<file path="src/rtl/btn_pkg.sv">
// Shared types and defaults for the button conditioner.
// Optional release strobes are enabled by defining BTN_RELEASE_PULSE_EN.
package btn_pkg;

  localparam int DEBOUNCE_DEFAULT = 100000;

  typedef enum logic [2:0] {
    ARM       = 3'd0,
    IDLE      = 3'd1,
    PRESS_CHK = 3'd2,
    HELD      = 3'd3,
    REL_CHK   = 3'd4
  } btn_state_t;

endpackage

</file>
<file path="src/rtl/btn_debounce_ch.sv">
// One button channel: 2-flop synchronizer, saturating run counter and debounce FSM.
// BTN_RELEASE_PULSE_EN adds a one-cycle strobe when a release is confirmed.
module btn_debounce_ch
  import btn_pkg::*;
#(
  parameter int DEBOUNCE_CYCLES = DEBOUNCE_DEFAULT
) (
  input  logic clk,
  input  logic reset,
  input  logic btn,
  output logic level,
  output logic pulse
`ifdef BTN_RELEASE_PULSE_EN
  ,
  output logic rel_pulse
`endif
);

  localparam int CW = $clog2(DEBOUNCE_CYCLES);
  localparam logic [CW-1:0] LAST = CW'(DEBOUNCE_CYCLES - 1);

  logic [1:0]    sync;
  logic          s;
  btn_state_t    state;
  logic [CW-1:0] cnt;
  logic [CW-1:0] cnt_inc;

  assign s       = sync[1];
  assign cnt_inc = (cnt == LAST) ? cnt : cnt + 1'b1;

  // The cycle that enters PRESS_CHK/REL_CHK counts as the first stable sample,
  // so the check states finish when the incremented count reaches LAST.
  always_ff @(posedge clk) begin
    if (reset) begin
      sync      <= '0;
      state     <= ARM;
      cnt       <= '0;
      level     <= 1'b0;
      pulse     <= 1'b0;
`ifdef BTN_RELEASE_PULSE_EN
      rel_pulse <= 1'b0;
`endif
    end else begin
      sync      <= {sync[0], btn};
      pulse     <= 1'b0;
`ifdef BTN_RELEASE_PULSE_EN
      rel_pulse <= 1'b0;
`endif
      case (state)
        ARM: begin
          if (s) begin
            cnt <= '0;
          end else if (cnt == LAST) begin
            state <= IDLE;
            cnt   <= '0;
          end else begin
            cnt <= cnt_inc;
          end
        end
        IDLE: begin
          if (s) begin
            state <= PRESS_CHK;
            cnt   <= '0;
          end
        end
        PRESS_CHK: begin
          if (!s) begin
            state <= IDLE;
            cnt   <= '0;
          end else if (cnt_inc == LAST) begin
            state <= HELD;
            cnt   <= '0;
            level <= 1'b1;
            pulse <= 1'b1;
          end else begin
            cnt <= cnt_inc;
          end
        end
        HELD: begin
          if (!s) begin
            state <= REL_CHK;
            cnt   <= '0;
          end
        end
        REL_CHK: begin
          if (s) begin
            state <= HELD;
            cnt   <= '0;
          end else if (cnt_inc == LAST) begin
            state     <= IDLE;
            cnt       <= '0;
            level     <= 1'b0;
`ifdef BTN_RELEASE_PULSE_EN
            rel_pulse <= 1'b1;
`endif
          end else begin
            cnt <= cnt_inc;
          end
        end
        default: begin
          state <= ARM;
          cnt   <= '0;
        end
      endcase
    end
  end

endmodule

</file>
<file path="src/rtl/btn_conditioner.sv">
// Two independent debounced button channels (start, react).
// Define BTN_RELEASE_PULSE_EN to expose start_rel_pulse / react_rel_pulse.
module btn_conditioner
  import btn_pkg::*;
#(
  parameter int DEBOUNCE_CYCLES = DEBOUNCE_DEFAULT
) (
  input  logic clk,
  input  logic reset,
  input  logic start_btn,
  input  logic react_btn,
  output logic start_level,
  output logic react_level,
  output logic start_pulse,
  output logic react_pulse
`ifdef BTN_RELEASE_PULSE_EN
  ,
  output logic start_rel_pulse,
  output logic react_rel_pulse
`endif
);

  btn_debounce_ch #(.DEBOUNCE_CYCLES(DEBOUNCE_CYCLES)) u_start (
    .clk       (clk),
    .reset     (reset),
    .btn       (start_btn),
    .level     (start_level),
    .pulse     (start_pulse)
`ifdef BTN_RELEASE_PULSE_EN
    ,
    .rel_pulse (start_rel_pulse)
`endif
  );

  btn_debounce_ch #(.DEBOUNCE_CYCLES(DEBOUNCE_CYCLES)) u_react (
    .clk       (clk),
    .reset     (reset),
    .btn       (react_btn),
    .level     (react_level),
    .pulse     (react_pulse)
`ifdef BTN_RELEASE_PULSE_EN
    ,
    .rel_pulse (react_rel_pulse)
`endif
  );

endmodule

</file>
<file path="config.mk">
export PLATFORM = sky130hd
export DESIGN_NAME = btn_conditioner
export DESIGN_NICKNAME = d
export VERILOG_FILES = /design/src/rtl/btn_pkg.sv /design/src/rtl/btn_debounce_ch.sv /design/src/rtl/btn_conditioner.sv
export SDC_FILE = /design/constraint.sdc
export NUM_CORES = 1
export LEC_CHECK = 0
export BUFFER_PORTS_ARGS = -buffer_cell sky130_fd_sc_hd__buf_2
export CELL_PAD_IN_SITES_DETAIL_PLACEMENT = 2
export CELL_PAD_IN_SITES_GLOBAL_PLACEMENT = 2
export CORE_ASPECT_RATIO = 0.6
export CORE_MARGIN = 5
export CORE_UTILIZATION = 37
export DETAILED_ROUTE_END_ITERATION = 6
export PLACE_DENSITY = 0.81
export SLEW_MARGIN = 30
export SYNTH_ARGS = -nofsm -noshare
export SYNTH_HDL_FRONTEND = slang
export SYNTH_SLANG_ARGS = --single-unit
</file>
<file path="constraint.sdc">
create_clock -name clk -period 3.84 [get_ports clk]
set_input_delay 0.768 -clock clk [delete_from_list [all_inputs] [get_ports clk]]
set_output_delay 0.768 -clock clk [all_outputs]
set_load 0.01 [all_outputs]
</file>
## Word-level counts from Yosys, hierarchy flattened

Index checks and enable logic that the tools add are counted.

| operators by class | value |
|---|---|
| muxes and demuxes | 48 |
| reductions and logical operators | 12 |
| bitwise operators | 4 |
| add/sub/neg operators | 2 |
| eq/ne operators | 32 |

Operators with widths:

| operator | count |
|---|---|
| $mux W17 | 16 |
| $pmux W17 S5 | 2 |
| $eq A17 B17 Y1 const B | 4 |
| $mux W3 | 16 |
| $add A17 B1 Y17 const B | 2 |
| $pmux W3 S5 | 2 |
| $ne A2 B1 Y1 const B | 10 |
| $eq A3 B2 Y1 const B | 4 |
| $ne A2 B2 Y1 const B | 6 |
| $reduce_and A6 Y1 | 2 |
| $mux W1 | 10 |
| $reduce_and A5 Y1 | 2 |
| $eq A3 B1 Y1 const B | 2 |
| $eq A3 B3 Y1 const B | 2 |
| $logic_not A3 Y1 | 2 |
| $ne A3 B1 Y1 const B | 2 |
| $ne A3 B3 Y1 const B | 2 |
| $reduce_or A3 Y1 | 2 |
| $not A1 Y1 | 4 |
| $pmux W1 S2 | 2 |
| $reduce_and A2 Y1 | 2 |
| $reduce_bool A2 Y1 | 2 |

| word-level totals | value |
|---|---|
| bits in registers | 48 |
| output and inout port bits | 4 |
| input bits | 4 |
| word-level logic and storage cells | 108 |

## Logic depth before layout (Yosys ltp)

Gate-level depths: netlist (run 1).

| depth | value |
|---|---|
| word-level depth | 6 |
| depth in mapped cells | 14 |
| gate-level depth less buffers | 11 |

## Cells and area by module

From an unflattened synthesis (run 1), not the netlist that was laid out.

| unflattened totals | value |
|---|---|
| cells, all modules | 471 |
| area total of the unflattened synthesis | 3,539.6 um^2 |

By module, submodules not included:

| module | instances | area each (um^2) | cells each | seq. area each (um^2) |
|---|---|---|---|---|
| btn_debounce_ch at u_react | 1 | 1,796.7 | 237 | 480.5 |
| btn_debounce_ch at u_start | 1 | 1,742.9 | 234 | 480.5 |

## Least setup slack after synthesis (run 1)

OpenSTA, ideal clock, no wires.

| path | value |
|---|---|
| kind | register to register |
| start point | register u_react.cnt[1] |
| end point | register u_react.cnt[12] |
| library setup time | 0.114 ns |
| buffers on the path | 0 |
| arrival time | 2.840 ns |
| setup slack | 0.886 ns |
| period minus slack after synthesis | 2.954 ns |
| stages on the path, launching flop included | 12 |
| cells stage by stage | dfxtp_1 > ha_1 > and4_1 > and4b_1 > nand4b_1 > ha_1 > nor4_1 > nand3_2 > o22a_4 > o211ai_4 > o21ai_0 > a21o_1 |

| on the way | value |
|---|---|
| cells in the longest elaborated chain, start to end | 6 |

RTL lines:

| element | line | source |
|---|---|---|
| from (decl) | btn_debounce_ch.sv:25 | `logic [CW-1:0] cnt;` |
| from (signal assigned) | btn_debounce_ch.sv:57 | `cnt <= cnt_inc;` |
| from (signal assigned) | btn_debounce_ch.sv:76 | `cnt <= cnt_inc;` |
| from (signal assigned) | btn_debounce_ch.sv:97 | `cnt <= cnt_inc;` |
| $add A17 B1 Y17 or $eq A17 B17 Y1 (tied branches) | btn_debounce_ch.sv:29, btn_debounce_ch.sv:53 |  |
| $mux W17 | btn_debounce_ch.sv:29 | `assign cnt_inc = (cnt == LAST) ? cnt : cnt + 1'b1;` |
| $eq A17 B17 Y1 | btn_debounce_ch.sv:70, btn_debounce_ch.sv:89 |  |
| $mux W17 | btn_debounce_ch.sv:70, btn_debounce_ch.sv:89 |  |
| $mux W17 (on tied branches) | btn_debounce_ch.sv:86, btn_debounce_ch.sv:67 |  |
| $pmux W17 S5 (*) | btn_debounce_ch.sv:49 | `case (state)` |

Every way passes the cells marked *; elsewhere a longest branch is shown, timed or not.
A chain may end at the register's enable or synchronous reset.

## Final worst setup path (run 1)

| path | value |
|---|---|
| start point | register u_react.cnt[0] |
| end point | register u_react.cnt[13] |

The elaborated chain is that of the path after synthesis.

==> flow_metrics.tcl, run 1 <==
set metrics [dict create \
    vias 3611 \
    p_seq_frac 0.454 \
    drive_above_1_share 0.1101 \
    crit_arrival_ns 3.81 \
    rsz0062_at_grt "false" \
    power_frac_comb 0.073 \
    r2r-start "u_react.cnt[0]" \
    synth-edff-count 0 \
    synth.ff_latch_count 48 \
    io_pins 8 \
    hp-class "flip-flop to flip-flop" \
    cp_max_fo 9 \
    cp-end-kind "flip-flop" \
    intPower_mw 0.8787 \
    insertion_delay_ns 0.29 \
    grt_max_degree 32 \
    ff2ff_path_depth 11 \
    start_util 0.3811 \
    synth_top_cell_by_area "dfxtp_1" \
    post-route-drc-count 0 \
    relSlewSlack 0.3751 \
    gp_congestion 0.8784 \
    clkPwrFrac 0.474 \
    maxCapViolCount 0 \
    netSwitchingFraction 0.2334 \
    status "finished clean" \
    place_hpwl_microns 9662 \
    synth_top_cell_area_share 0.2744 \
    worst_setup_path_start_kind "flip-flop" \
    antenna_found_initial 0 \
    row_count 27 \
    gr-total-overflow 0 \
    cts_buffer_depth 2 \
    min_path_cells 1 \
    fin_hold_ws_ns 0.4481 \
    path_class "flip-flop to flip-flop" \
    grt_first_pass_wirelength_microns 20520 \
    post_dp_cell_area_sq_mm 0.003575 \
    ir_drop_uv 195.0 \
    period_needed_ns 3.626 \
    synth_warnings 0 \
    syn_nets 478 \
    period_share 0.9442 \
    die_h_microns 85.36 \
    clkTransAtPathRegs_ns 0.07 \
    ant_nets 0 \
    syn_inst 470 \
    yosys-top-cells-area "dfxtp_1 27%, nand2_1 5.9%, o21ai_0 4.0%, nand3_1 3.7%, nor2_1 3.6%" \
    wirelength_microns 12640 \
    final_hold_viol_count 0 \
    synthArstFlopShare 0 \
    finalSetupViolCount 0 \
    portBuffers 7 \
    ys_types 74 \
    die-area_sq_mm 0.01157 \
    p_sw_mw 0.2675 \
    finalNetCount 461 \
    final_cell_area_sq_mm 0.003782 \
    routed_via_density 6.183 \
    synth_flop_cell "dfxtp_1" \
    cp-startpoint "u_react.cnt[0]" \
    max_freq_mhz 275.8 \
    p_leak_nw 1.363 \
    cts_tree "done" \
    drv_slew 0 \
    worstPathRequired_ns 4.02 \
    post_cts_buffers 0 \
    drt-wirelength-per-cell_microns 21.65 \
    hold_path_startpoint "u_react.sync[0]" \
    n_antenna_cell 0 \
    skew_ns 0.007378 \
    tightest_slew_ns 0.9340 \
    drt-initial-drc-count 292 \
    core-area_sq_mm 0.009189 \
    area_growth_pct 8.003 \
    root_buffer "clkbuf_16" \
    cts_sinks 48 \
    avgSynthCellArea_sq_um 7.451 \
    grt_pass1_vias 3711 \
    cts_buffers 5 \
    ys_seq_area_frac 0.2744 \
    cts_max_level 2 \
    drt_first_pass_iters 4 \
    p_per_area_mw_per_mm2 303.0 \
    groute.usage.overall 0.2212 \
    netlist_area_sq_mm 0.003502 \
    die-width_microns 135.6 \
    tns_ns 0 \
]
-- layout by cell type, fill, tap and decap left out, drive strengths merged, types with 4 or more instances in the layout --
cell     netlist  layout
inv           17      17
nand3         29      29
nor2          34      34
o31ai          4       4
nand4b         5       5
nor4          13      13
or3            8       8
o32ai          4       4
o21ai         33      33
a21boi         5       5
clkbuf        20       7
nor2b         11      11
and4           7       7
a21o          13      13
nand4         16      16
buf           19      15
or2            4       4
nand2         56      56
dfxtp         48      48
nor3          18      18
a31oi          7       7
and3           4       4
a21oi         23      23
a2111oi        4       4
ha             4       4
xor2           6       6
o21a           4       4
a41oi          4       4
-- registers in the layout, summed over array words and instances, names as in the netlist --
name           count
u_start.state      3
u_start.pulse      1
u_react.pulse      1
u_react.level      1
u_react.cnt       17
u_start.sync       2
u_start.level      1
u_react.sync       2
u_react.state      3
u_start.cnt       17
-- cell type report --
cell class	count	area [sq um]
inverters	17	63.81
clock buffers	7	152.6
fillers	1062	5406
flip-flops and latches	48	960.9
multi-input cells	366	2317
well taps	130	162.7
repair buffers	15	95.09
clock inverters	1	30.03
-- logic make-up (layout without fill, tap and decap cells) --
| kind of cell | Yosys count | count (layout) | share of synthesized area |
|---|---|---|---|
| AO/OA/AOI/OAI | 126 | 126 | 0.2562 |
| XOR/XNOR | 9 | 9 | 0.02251 |
| adder cells (fa/ha/maj) | 4 | 4 | 0.01429 |
| buffers and inverters | 56 | 40 | 0.07109 |
| flip-flops | 48 | 48 | 0.2744 |
| multiplexers | 1 | 1 | 0.002858 |
| AND/OR/NAND/NOR | 226 | 226 | 0.3587 |
-- power by group through the flow --
stage / clock network, mW / logic (mW) / registers [mW]
floorplan: 0 / 0.0634 / 0.521
global placement: 0 / 0.0760 / 0.529
detailed placement: 0 / 0.0799 / 0.530
CTS: 0.556 / 0.0814 / 0.519
global route: 0.576 / 0.0920 / 0.521
finish: 0.543 / 0.0835 / 0.520
-- cell usage after synthesis (3+ instances only) --
cell type  number
a211oi_1        3
and3_1          4
and4b_1         3
buf_4           3
o31ai_1         4
clkbuf_2        3
dfxtp_1        48
nor4bb_1        3
nor4_1         13
o32ai_1         4
buf_2          13
a311oi_1        3
o21ai_1         4
nand3_1        26
a41oi_1         4
nor3_1         17
nor4b_1         3
a21boi_0        4
clkbuf_1       17
or2_2           4
a21o_1         13
a21oi_1        22
nand4_1        15
xnor2_1         3
a211o_1         3
nand2_1        55
nor2_1         34
nor3b_1         3
or3_1           6
a31oi_1         7
xor2_1          6
o21a_1          4
nand4b_1        5
and4_1          5
inv_1          17
o21ai_0        28
ha_1            4
nor2b_1        11
-- per-stage QoR --
| stage | util | cells | power [mW] | worst slack (ns) |
|---|---|---|---|---|
| final | 0.4116 | 584 | 1.146 | 0.2142 |
| after global routing | 0.4116 | 584 | 1.189 | 0.008158 |
| after CTS | 0.4096 | 584 | 1.156 | 0.1909 |
| after detailed placement | 0.3890 | 576 | 0.6103 | 0.002176 |
| after global placement | 0.3890 | 576 | 0.6054 | 0.1771 |
| after floorplan | - | 470 | 0.5845 | 0.8863 |
-- critical path: stages, from the launching register on --
cell and delay, ns:
dfxtp_1 0.52, ha_2 0.33, and4_1 0.32, and4b_1 0.23, nand4b_1 0.21, ha_1 0.46, nor4_1 0.35, nand3_2 0.13
o22a_4 0.28, o211ai_4 0.34, o21ai_0 0.15, a21o_1 0.19
-- final timing paths --
check | end | slack [ns]
worst min-delay path | u_react.sync[1] | 0.45
worst min register to register | u_react.sync[1] | 0.45
worst max register to register | u_react.cnt[13] | 0.21
worst max-delay path | u_react.cnt[13] | 0.21
-- routing by layer --
metal / up-vias / part of all wire / GRT usage
met5: - / 0 / 0
met3: 6 / 0.061 / 0.05806
met1: 1800 / 0.54 / 0.3397
li1: 1715 / - / -
met4: 0 / 0.0044 / 0.02562
met2: 90 / 0.40 / 0.3145
-- what timing repair did --
| item | in CTS | in global routing |
|---|---|---|
| gates resized for setup | 1 | 3 |
| hold buffers | 0 | 0 |
| endpoints found under the setup margin | 1 | 7 |
No activity file was read; power rests on OpenSTA's default activity.
==> run 2, diff against run 1 <==
--- a/config.mk
+++ b/config.mk
@@ -5,14 +5,15 @@
 export SDC_FILE = /design/constraint.sdc
 export NUM_CORES = 1
 export LEC_CHECK = 0
+export ABC_AREA = 1
 export BUFFER_PORTS_ARGS = -buffer_cell sky130_fd_sc_hd__buf_2
 export CELL_PAD_IN_SITES_DETAIL_PLACEMENT = 2
 export CELL_PAD_IN_SITES_GLOBAL_PLACEMENT = 2
 export CORE_ASPECT_RATIO = 0.6
 export CORE_MARGIN = 5
-export CORE_UTILIZATION = 37
+export CORE_UTILIZATION = 34
 export DETAILED_ROUTE_END_ITERATION = 6
-export PLACE_DENSITY = 0.81
+export PLACE_DENSITY = 0.82
 export SLEW_MARGIN = 30
 export SYNTH_ARGS = -nofsm -noshare
 export SYNTH_HDL_FRONTEND = slang
==> run 2 against run 1 <==
  * Synthesized cell count up 19%
  * Sequential share of layout area up 0.44 points
  * Clock power up 7.4%
  * Sequential cell count unchanged
  * Clock-buffer cell count down 2
  * Design area down 1.7%
  * First-iteration DRC count down 28%
  * Combinational power rose to 6.8 times the previous value
  * Maximum frequency up 17%
  * Cell count up 20%
==> flow_metrics.tcl, run 2 <==
set metrics [dict create \
    status "finished clean" \
    drive_above_1_share 0.09735 \
    period_needed_ns 3.100 \
    cp-startpoint "u_start.cnt[0]" \
    reg_top3 "u_react.cnt (17), u_start.cnt (17)" \
    cp-end-kind "flip-flop" \
    yosys-top-cells-area "dfxtp_1 28%, nand2_1 20%, nand3_1 7.5%, inv_1 7.0%, nor2_1 6.3%" \
    synth_top_cell_area_share 0.2829 \
    vias 3682 \
    wirelength_microns 12910 \
    netSwitchingFraction 0.3898 \
    synthArstFlopShare 0 \
    groute.usage.overall 0.2226 \
    cts_max_level 2 \
    die_h_microns 87.43 \
    grt_pass1_vias 3888 \
    cts_buffer_depth 2 \
    fin_util 0.3790 \
    finalNetCount 573 \
    skew_ns 0.007315 \
    netlist_area_sq_mm 0.003397 \
    synth_top_cell_by_area "dfxtp_1" \
    insertion_delay_ns 0.30 \
    period_share 0.8074 \
    ys_types 36 \
    nFillCells 1279 \
    tns_ns 0 \
    drt-initial-drc-count 210 \
    place_hpwl_microns 10090 \
    start_util 0.3463 \
    post-route-drc-count 0 \
    syn_inst 561 \
    cts_buffers 5 \
    dp.cells 693 \
    p_per_area_mw_per_mm2 470.0 \
    grt_max_degree 41 \
    area_growth_pct 9.429 \
    drv_slew 0 \
    maxCapViolCount 0 \
    synth-edff-count 0 \
    p_total_mw 1.747 \
    io_pins 8 \
    hp-class "flip-flop to flip-flop" \
    critPathMaxStageDelay_ns 0.47 \
    grt_first_pass_wirelength_microns 21370 \
    ant_nets 0 \
    p_leak_nw 1.506 \
    path_cells "ha_1 -> nand2_1 -> nor2_1 -> inv_1 -> nor2_2 -> nand2_2 -> ha_1 -> inv_1 -> nand4_1 -> nor2_2 -> nand3_1 -> nand2_2 -> nand2_1 -> nand2_1 -> a21oi_1" \
    max_freq_mhz 322.5 \
    die-area_sq_mm 0.01216 \
    core-area_sq_mm 0.009809 \
    row_count 28 \
    worstPathRequired_ns 4.00 \
    avgSynthCellArea_sq_um 6.055 \
    path_class "flip-flop to flip-flop" \
    ff2ff_path_depth 15 \
    power_frac_comb 0.325 \
    r2r_end "u_start.cnt[12]" \
    synth_flop_cell "dfxtp_1" \
    ys_seq_area_frac 0.2829 \
    final_hold_viol_count 0 \
    crit_top_cell "nand2_1" \
    final_cell_area_sq_mm 0.003717 \
    fin_hold_ws_ns 0.4152 \
    portBuffers 7 \
    post_cts_buffers 0 \
    cts_resized 0 \
    n_antenna_cell 0 \
    ir_drop_uv 210.0 \
    clkTransAtPathRegs_ns 0.07 \
    p_seq_frac 0.341 \
    p_sw_mw 0.6811 \
    rsz0062_at_grt "false" \
    final_cells 700 \
    r2r_setup_slack_ns 0.74 \
    cp_max_fo 8 \
    crit_arrival_ns 3.26 \
    synth_commonest_cells "182 x nand2_1, 63 x inv_1, 57 x nor2_1, 51 x nand3_1, 48 x dfxtp_1" \
    finalSetupViolCount 0 \
    post_dp_cell_area_sq_mm 0.003532 \
    worst_setup_path_start_kind "flip-flop" \
    cts_sinks 48 \
    synth_warnings 0 \
    setup_slack_ns 0.7396 \
    mostFrequentLayoutCells "182 x nand2_1, 63 x inv_1, 57 x nor2_1" \
    crit_end "u_start.cnt[12]" \
    die-width_microns 139.0 \
    synth.ff_latch_count 48 \
    cts_tree "done" \
    gr-total-overflow 0 \
    root_buffer "clkbuf_16" \
    gp_congestion 0.8265 \
    drt-wirelength-per-cell_microns 18.44 \
    drt_first_pass_iters 4 \
    relSlewSlack 0.4966 \
    yosysMostFrequentCell "nand2_1" \
    routed_via_density 5.260 \
    final_common_cell "nand2_1" \
    r2r-start "u_start.cnt[0]" \
    tightest_slew_ns 0.7523 \
    antenna_found_initial 0 \
    clkPwrFrac 0.333 \
    cp_slowest_cell "dfxtp_1" \
    syn_nets 569 \
    dp_slack_ns 0.7867 \
    hold_buffers 0 \
    intPower_mw 1.066 \
]
[run 2: cell families after synthesis]
family | after synthesis | synth area share
buffers and inverters | 84 | 0.1039
AOI/OAI and AO/OA | 60 | 0.09466
DFF | 48 | 0.2829
xor gates and xnor gates | 11 | 0.02836
adders and majority gates | 4 | 0.01473
and+or+nand+nor | 354 | 0.4755
[run 2: worst max-delay path: cells and delay by family (launching register included)]
family	cells	cell delay (ns)
adder cells (fa/ha/maj)	2	0.69
flip-flops	1	0.47
AO/OA/AOI/OAI	1	0.06
buffers and inverters	2	0.20
AND/OR/NAND/NOR	10	1.52
[run 2: worst min-delay path by stage]
stage | to | cells past startpoint | from | slack (ns)
after floorplan | u_react.sync[1] | 2 | u_react.sync[0] | 0.39
after global placement | u_start.sync[1] | 2 | u_start.sync[0] | 0.39
after detailed placement | u_start.sync[1] | 2 | u_start.sync[0] | 0.41
after CTS | u_start.sync[1] | 2 | u_start.sync[0] | 0.42
after global routing | u_start.sync[1] | 2 | u_start.sync[0] | 0.44
final | u_start.sync[1] | 2 | u_start.sync[0] | 0.42
[run 2: power by group through the flow]
| stage | registers [mW] | clock network [mW] | logic, mW |
|---|---|---|---|
| 2_1_floorplan | 0.583 | 0 | 0.417 |
| 3_3_place_gp | 0.600 | 0 | 0.535 |
| 3_5_place_dp | 0.607 | 0 | 0.556 |
| 4_1_cts | 0.595 | 0.593 | 0.571 |
| 5_1_grt | 0.603 | 0.614 | 0.647 |
| 6_report | 0.596 | 0.583 | 0.569 |
[run 2: per-layer routing]
layer,up-vias,wire length (microns),GRT usage
li1,1799,-,-
met1,1813,6922,0.3383
met2,62,5182,0.3280
met3,8,709,0.04224
met4,0,94,0.03819
met5,-,0,0
[run 2: layout make-up]
type | instances | area (sq um) | area share
clock buffers | 5 | 125.1 | 0.03366
clock inverters | 2 | 60.06 | 0.01616
inverters | 73 | 276.5 | 0.07439
multi-input cells | 429 | 2083 | 0.5604
flip-flops and latches | 48 | 960.9 | 0.2585
well taps | 135 | 168.9 | 0.04544
repair buffers | 8 | 42.54 | 0.01144
==> run 3, diff against run 2 <==
--- a/config.mk
+++ b/config.mk
@@ -5,15 +5,15 @@
 export SDC_FILE = /design/constraint.sdc
 export NUM_CORES = 1
 export LEC_CHECK = 0
-export ABC_AREA = 1
+export ABC_AREA = 0
 export BUFFER_PORTS_ARGS = -buffer_cell sky130_fd_sc_hd__buf_2
 export CELL_PAD_IN_SITES_DETAIL_PLACEMENT = 2
 export CELL_PAD_IN_SITES_GLOBAL_PLACEMENT = 2
 export CORE_ASPECT_RATIO = 0.6
 export CORE_MARGIN = 5
-export CORE_UTILIZATION = 34
+export CORE_UTILIZATION = 37
 export DETAILED_ROUTE_END_ITERATION = 6
-export PLACE_DENSITY = 0.82
+export PLACE_DENSITY = 0.81
 export SLEW_MARGIN = 30
 export SYNTH_ARGS = -nofsm -noshare
 export SYNTH_HDL_FRONTEND = slang
==> constraint.sdc (replaced) <==
create_clock -name clk -period 3.1 [get_ports clk]
set_input_delay 0.62 -clock clk [delete_from_list [all_inputs] [get_ports clk]]
set_output_delay 0.62 -clock clk [all_outputs]
set_load 0.01 [all_outputs]
==> run 3 against run 2 <==
  * The run now ends with setup timing left
  * Clock power is 16% higher
  * Sequential power grew 7.4%
  * Via count grew 23%
  * Routed wire length up 68%
  * Combinational power down 70%
  * Non-clock buffer count is 67 higher
  * Setup slack worse by 1.0 ns
  * Largest power group is now clock
==> flow_metrics.tcl, run 3 (synthesis results as in run 1) <==
set metrics [dict create \
    path_class "flip-flop to flip-flop" \
    met3_usage 0.09005 \
    ff2ff_path_depth 10 \
    violations "setup timing" \
    top_usage_layer "met2" \
    drt-initial-drc-count 650 \
    tightest_slew_ns 1.033 \
    final_cells 644 \
    crit_arrival_ns 3.63 \
    dp.cells 625 \
    use_met1 0.4465 \
    wirelength_microns 21680 \
    n_antenna_cell 0 \
    row_count 27 \
    cts_max_level 2 \
    drt_first_pass_iters 6 \
    clkTransAtPathRegs_ns 0.08 \
    grt_pass1_vias 4511 \
    final_common_cell "buf_4" \
    root_buffer "clkbuf_16" \
    post-route-drc-count 0 \
    rsz0062_at_grt "true" \
    r2r-start "u_start.cnt[10]" \
    cts_buffer_depth 2 \
    p_per_area_mw_per_mm2 335.1 \
    skew_ns 0.008874 \
    cts_sinks 48 \
    core-area_sq_mm 0.009189 \
    routed_via_density 7.011 \
    maxCapViolCount 0 \
    grt_first_pass_wirelength_microns 29050 \
    period_share 1.096 \
    die-width_microns 135.6 \
    p_total_mw 1.487 \
    portBuffers 7 \
    grt_util_met2 0.5239 \
    relSlewSlack 0.3091 \
    grt_max_degree 21 \
    die_h_microns 85.36 \
    max_freq_mhz 294.2 \
    p_leak_nw 1.723 \
    hp-class "flip-flop to flip-flop" \
    cts_buffers 5 \
    drt-wirelength-per-cell_microns 33.66 \
    drv_slew 0 \
    gp_congestion 0.9242 \
    final_hold_viol_count 0 \
    crit_end "u_start.cnt[3]" \
    dp_slack_ns -0.2074 \
    die-area_sq_mm 0.01157 \
    setup_slack_ns -0.2987 \
    status "finished with violations" \
    cts_tree "done" \
    groute.usage.overall 0.3297 \
    r2r_end "u_start.cnt[3]" \
    place_hpwl_microns 11190 \
    vias 4515 \
    drive_above_1_share 0.2918 \
    period_needed_ns 3.399 \
    worst_setup_path_start_kind "flip-flop" \
    finalSetupViolCount 32 \
    mostFrequentLayoutCells "67 x buf_4, 54 x nand2_1, 35 x dfxtp_1" \
    antenna_found_initial 0 \
    insertion_delay_ns 0.31 \
    reg_top3 "u_react.cnt (17), u_start.cnt (17)" \
    finalNetCount 521 \
    cp_max_fo 8 \
    worstPathRequired_ns 3.33 \
    ir_drop_uv 237.6 \
    cp-end-kind "flip-flop" \
    cp-startpoint "u_start.cnt[10]" \
    area_growth_pct 26.69 \
    gr-total-overflow 0 \
    start_util 0.3811 \
    ant_nets 0 \
    io_pins 8 \
    r2r_setup_slack_ns -0.30 \
]
==> run 3: changes by cell type in the layout (fill, tap and decap cells not counted), sizes merged, moves of 7 or more <==
cell   delta
nand2   -140
buf      +67
inv      -51
nor2     -36
nand3    -25
o21ai    +20
a21oi    -18
a21o     +13
nor4     +12
nor2b    +11
or3       +8
and4      +7
==> run 3: how the worst min path moves through the flow <==
stage,startpoint,endpoint,slack (ns),cells past startpoint
after global placement,u_start.sync[0],u_start.sync[1],0.42,1
after floorplan,u_react.sync[0],u_react.sync[1],0.41,1
after CTS,u_start.sync[0],u_start.sync[1],0.45,1
after global routing,u_start.sync[0],u_start.sync[1],0.46,1
final,u_start.sync[0],u_start.sync[1],0.45,1
after detailed placement,u_start.sync[0],u_start.sync[1],0.43,1
==> run 3: layer usage <==
metal / up-vias / wire length, microns
li1: 1826 / -
met1: 2249 / 8928
met2: 336 / 9339
met3: 104 / 2385
met4: 0 / 1027
met5: - / 0
==> run 3: stage by stage <==
| step | hold slack (ns) | setup TNS [ns] | instance area [sq um] | utilization |
|---|---|---|---|---|
| floorplan | 0.4138 | 0 | 3502 | - |
| global placement | 0.4173 | -0.1081 | 3943 | 0.4291 |
| detailed placement | 0.4289 | -2.015 | 3943 | 0.4291 |
| CTS | 0.4457 | 0 | 4244 | 0.4619 |
| global route | 0.4637 | -4.134 | 4437 | 0.4828 |
| finish | 0.4467 | -3.455 | 4437 | 0.4828 |
==> run 3: layout make-up <==
class | count | area, sq um
Multi-Input combinational cell | 366 | 2520
Sequential cell | 48 | 977.2
Clock inverter | 2 | 35.03
Fill cell | 1018 | 4752
Timing Repair Buffer | 75 | 549.3
Inverter | 17 | 63.81
Clock buffer | 6 | 128.9
Tap cell | 130 | 162.7
==> run 3: where the power goes <==
group          total (mW)  internal (mW)  switching [mW]
combinational       0.169         0.0598           0.109
clock               0.678          0.382           0.296
sequential          0.640          0.626          0.0133
total                1.49           1.07           0.419
==> run 3: worst max-delay path, stage by stage (launching register included) <==
cell and delay [ns]:
dfxtp_1 0.45, and4_1 0.35, nand4_1 0.21, buf_4 0.21, o31ai_1 0.65, a2111oi_4 0.21
a41oi_2 0.24, a21oi_4 0.10, nor3_4 0.45, a21oi_1 0.24, nor2_1 0.20
==> run 3: what timing repair did <==
item,CTS,global route
hold endpoints to repair,0,0
resized for setup,19,40
endpoints found under the setup margin,33,33
pin swaps,4,19
hold buffers,0,0
setup buffers,4,7
